[config.mk]
export PLATFORM = sky130hd
export DESIGN_NAME = uc_secuencial
export DESIGN_NICKNAME = d
export VERILOG_FILES = /design/src/rtl/uc_secuencial.sv
export SDC_FILE = /design/constraint.sdc
export NUM_CORES = 1
export LEC_CHECK = 0
export CORE_UTILIZATION = 30
export DETAILED_ROUTE_END_ITERATION = 6
export PLACE_DENSITY = 0.58
export RECOVER_POWER = 100
export SLEW_MARGIN = 20
export SYNTH_ARGS = -nofsm -noshare
export SYNTH_HDL_FRONTEND = slang
export SYNTH_SLANG_ARGS = --single-unit
[constraint.sdc]
create_clock -name clk -period 2.46 [get_ports clk]
set_input_delay 0.615 -clock clk [delete_from_list [all_inputs] [get_ports clk]]
set_output_delay 0.615 -clock clk [all_outputs]
set_load 0.1 [all_outputs]
[src/rtl/uc_secuencial.sv]
// -----------------------------------------------------------------------------
// uc_secuencial
//   Control unit for the single-cycle microcontroller datapath. It decodes the
//   6-bit opcode and the registered zero flag into datapath controls. A small
//   RUN/HALT/TRAP sequencer sits on top of the decoder. The unit also keeps a
//   saturating count of retired instructions.
//
// Ports
//   clk     in   1         rising-edge clock shared with the datapath
//   reset   in   1         synchronous reset, active-high
//   Opcode  in   6         instr[15:10] from the datapath
//   z       in   1         registered zero flag from the datapath
//   resume  in   1         level; only looked at while halted
//   s_inc   out  1         0 = PC+1, 1 = load instr[9:0] (jump)
//   s_inm   out  1         1 = ALU operand A is the immediate instr[7:0]
//   we3     out  1         register-file write enable
//   wez     out  1         zero-flag write enable
//   Op      out  3         ALU operation
//   halted  out  1         1 while in HALT
//   trap    out  1         1 while in TRAP
//   icount  out  ICOUNT_W  retired instructions, saturating
// -----------------------------------------------------------------------------
module uc_secuencial #(
  parameter int         ICOUNT_W = 16,
  parameter logic [2:0] LDI_OP   = 3'b000
) (
  input  logic                clk,
  input  logic                reset,
  input  logic [5:0]          Opcode,
  input  logic                z,
  input  logic                resume,
  output logic                s_inc,
  output logic                s_inm,
  output logic                we3,
  output logic                wez,
  output logic [2:0]          Op,
  output logic                halted,
  output logic                trap,
  output logic [ICOUNT_W-1:0] icount
);

  typedef enum logic [1:0] {
    ST_RUN  = 2'd0,
    ST_HALT = 2'd1,
    ST_TRAP = 2'd2
  } state_e;

  state_e              state_q, state_d;
  logic [ICOUNT_W-1:0] icount_q, icount_d;

  // Decoder plus sequencer. The controls are combinational from the state,
  // the opcode and z, so the datapath sees them in the same cycle.
  always_comb begin
    // NOTE: every output of this block gets a default first, so no path leaves a value unassigned and no latch is inferred.
    s_inc    = 1'b0;
    s_inm    = 1'b0;
    we3      = 1'b0;
    wez      = 1'b0;
    Op       = 3'b000;
    state_d  = state_q;
    icount_d = icount_q;

    if (reset) begin
      // Reset overrides every other condition, including a pending resume or
      // an illegal opcode. The controls keep their all-zero defaults here.
      state_d  = ST_RUN;
      icount_d = '0;
    end else begin
      unique case (state_q)
        ST_RUN: begin
          // Each legal opcode retires one instruction; HALT counts as legal.
          // The count sticks at all-ones instead of wrapping.
          if (!(Opcode[5:2] inside {4'b0101, 4'b0110}) && icount_q != '1)
            icount_d = icount_q + ICOUNT_W'(1);

          casez (Opcode[5:2])
            4'b1???: begin            // ALU group, operation in the opcode
              Op  = Opcode[4:2];
              we3 = 1'b1;
              wez = 1'b1;
            end
            4'b0001: begin            // LDI: immediate passed through the ALU
              Op    = LDI_OP;
              s_inm = 1'b1;
              we3   = 1'b1;
            end
            4'b0000: ;                // NOP
            4'b0010: s_inc = 1'b1;    // J
            4'b0011: s_inc = z;       // JZ
            4'b0100: s_inc = ~z;      // JNZ
            4'b0111: begin
              // The HALT word jumps to its own address, so the PC holds steady.
              s_inc   = 1'b1;
              state_d = ST_HALT;
            end
            default: state_d = ST_TRAP;  // 0101 and 0110 are illegal
          endcase
        end

        ST_HALT: begin
          // Without resume the PC keeps reloading the HALT address. With
          // resume it steps past the HALT word.
          s_inc = ~resume;
          if (resume) state_d = ST_RUN;
        end

        ST_TRAP: ;                    // Only reset leaves TRAP

        default: state_d = ST_TRAP;   // Unreachable encoding; stop safely
      endcase
    end
  end

  // The reset is synchronous, so it only takes effect on the clock edge. The
  // reset values come from the next-state logic above.
  always_ff @(posedge clk) begin
    // NOTE: sequential state uses non-blocking assignments, so all registers update together at the edge.
    state_q  <= state_d;
    icount_q <= icount_d;
  end

  // These are registered-state decodes. They rise the cycle after entry.
  assign halted = (state_q == ST_HALT);
  assign trap   = (state_q == ST_TRAP);
  assign icount = icount_q;

endmodule
==> flow_summary.toml <==
[layout]
post-route-cell-area_mm2 = 0.001554
utilization = 0.4481
layout_commonest_cell = "clkbuf_2"
multi_input_area_um2 = 757.0
diodes = 0
mostFrequentLayoutCells = "clkbuf_2 (17), dfxtp_1 (16), nor2_1 (14)"
area_growth_pct = 38.15
fillers = 377
stdcell_count = 219
seq_area_um2 = 362.8
fin_nets = 185
drive_gt1_frac = 0.3064

[grt]
grt_max_degree = 28
grt_overflow_total = 0
grt_pass1_vias = 1066
antenna_found_initial = 0
grt.total_usage = 0.1496
grt_pass1_wl_um = 4788

[placed_design]
pre_cts_ws_ns = -0.1394
placed_cells = 215
portBuffers = 32
routabilityCongestion = 0.7360
hpwlAfterDp_um = 2070
place_area_mm2 = 0.001634

[synth]
syn_area_per_cell_um2 = 8.457
ys_top_cells_by_area = "dfxtp_1 (32%), nor2b_1 (6.1%), mux2_1 (6.0%)"
yosys_register_bits = 18
syn_nets = 144
ys_warn_count = 0
synth_cell_types = 38
yosysTopAreaCell = "dfxtp_1"
synth_area_mm2 = 0.001125
synth_ff_type = "dfxtp_1"
synthArstFlopShare = 0
syn_inst = 133
synth-edff-count = 0
seq_area_frac_synth = 0.3204
synth_top_area_share = 0.3204

[drt]
vias = 1118
drc_errors = 0
post_drt_wl_per_cell_um = 12.37
firstDrtPassIters = 4
ant_nets = 0
viasPerCell = 5.105
wirelength_um = 2709
first_iter_violations = 77

[power]
power_leakage_nw = 0.6240
power.switching_mw = 0.2620
power_frac_clock = 0.329
irDropWorstVdd_mv = 0.1880
swShare = 0.3446
combPwrFrac = 0.263
p_seq_frac = 0.408
p_int_mw = 0.4984
p_per_area_mw_per_mm2 = 489.3
power_mw = 0.7604

[clock_tree]
path_clk_slew_ns = 0.07
post_cts_buffers = 0
cts.sinks = 18
numCtsBuffers = 3
cts-root-buf = "clkbuf_8"
insertion_delay_ns = 0.26
cts_hold_buf = 0
cts_max_level = 1
cts_max_path_buffers = 2
cts_tree = "built"

[sta]
hold_viol = 0
setup_violations = 0
min_period_over_period = 0.9668
tightest_slew_ns = 1.165
fin_crit_ns = 2.378
slew-limit-headroom = 0.2269
final_max_slew_viol_count = 0
setup_ws_ns = 0.08165
rsz0062_at_grt = "no"
max_freq_mhz = 420.5
finClkSkew_ns = 0.002533

[die]
die_y_um = 63.23
io_pins = 35
core_area_mm2 = 0.003468
rows = 21
die-area_mm2 = 0.003998
die_w_um = 63.23
initial_utilization = 0.3243

[setup_path]
required_ns = 1.85
arrival_ns = 1.76
cp-start-kind = "input port"
path_buf_inv = 2
critical-path-max-stage-delay_ns = 0.42
cp_slowest_cell = "clkdlybuf4s50_1"
crit_type = "in2out"
crit_chain = "clkdlybuf4s50_1 > nand3b_1 > nor3_4 > or2_4 > buf_8"
crit_fanout = 3
crit_path_end_kind = "output port"
critPathTopFamily = "buffers and inverters"

[run_status]
status = "complete, no violations"

[hold_path]
hold_path.class = "reg2reg"

[run]
maxCapViolCount = 0
-- area by class of cell --
class                           instances  share of cell area
Sequential cell                        18              0.2335
Multi-Input combinational cell        106              0.4871
Inverter                                2            0.004831
Clock buffer                            4             0.03543
Timing Repair Buffer                   43              0.2021
Tap cell                               46             0.03704
-- cell families (layout without fill, tap and decap cells) --
| group | count (synthesis) | after routing | share of synthesized area |
|---|---|---|---|
| compound gates | 17 | 17 | 0.08787 |
| xor+xnor | 1 | 1 | 0.007788 |
| fa+ha+maj | 1 | 1 | 0.01112 |
| buf+inv | 9 | 49 | 0.03781 |
| flops | 18 | 18 | 0.3204 |
| mux | 10 | 10 | 0.1057 |
| simple gates | 77 | 77 | 0.4294 |
-- synth_stat cells (2+ instances only) --
library cell	number
nand2b_1	3
nand3_1	6
or4_1	4
o21ai_0	4
mux2_4	2
nor2b_1	11
nand4_2	2
clkbuf_1	4
and4_1	2
and3_1	4
inv_1	2
nand4_1	3
nor4b_1	2
nor4_1	7
nor3_1	5
o31ai_1	4
nor4_2	2
mux2_1	6
nor2_1	14
a21oi_1	7
dfxtp_1	18
nand2_1	5
-- tightest hold or removal path, stage by stage, from the launching register on --
cell and delay, ns:
dfxtp_2 0.34, o21ai_0 0.07, a21oi_1 0.06
-- sequential cells by signal, indices dropped and copies added (netlist names) --
name     cells
state_q      2
icount      16
-- metal layers --
| layer | vias up | global-route usage | wire, µm |
|---|---|---|---|
| met3 | 5 | 0.03080 | 90 |
| met4 | 0 | 0.06818 | 55 |
| met5 | - | 0 | 0 |
| li1 | 578 | - | - |
| met1 | 512 | 0.1829 | 1245 |
| met2 | 23 | 0.2500 | 1318 |
-- stage by stage --
stage	hold WS (ns)	setup TNS, ns
after floorplan	0.5558	-0.6532
after global placement	0.5029	-0.3763
after detailed placement	0.5043	-0.4503
after CTS	0.5145	0
after global routing	0.5303	0
final	0.5112	0
-- final timing paths --
kind              startpoint        end  slack (ns)  depth (start not counted)
setup reg to reg   icount[0]  icount[1]        0.31                          6
hold / removal     icount[1]  icount[1]        0.51                          2
hold reg to reg    icount[1]  icount[1]        0.51                          2
setup / recovery   Opcode[5]        we3        0.08                          5
-- power by group through the flow --
| stage | sequential, mW | combinational (mW) | clock [mW] |
|---|---|---|---|
| 6_report | 0.310 | 0.200 | 0.250 |
| 5_1_grt | 0.312 | 0.211 | 0.271 |
| 4_1_cts | 0.311 | 0.225 | 0.259 |
| 3_5_place_dp | 0.318 | 0.226 | 0 |
| 3_3_place_gp | 0.317 | 0.224 | 0 |
| 2_1_floorplan | 0.357 | 0.110 | 0 |
-- what timing repair did --
| item | 4_1_cts | 5_1_grt |
|---|---|---|
| resized for setup | 5 | 0 |
| endpoints found under the setup margin | 4 | 2 |
| pin swaps | 0 | 1 |
No activity file was read; power rests on OpenSTA's default activity.
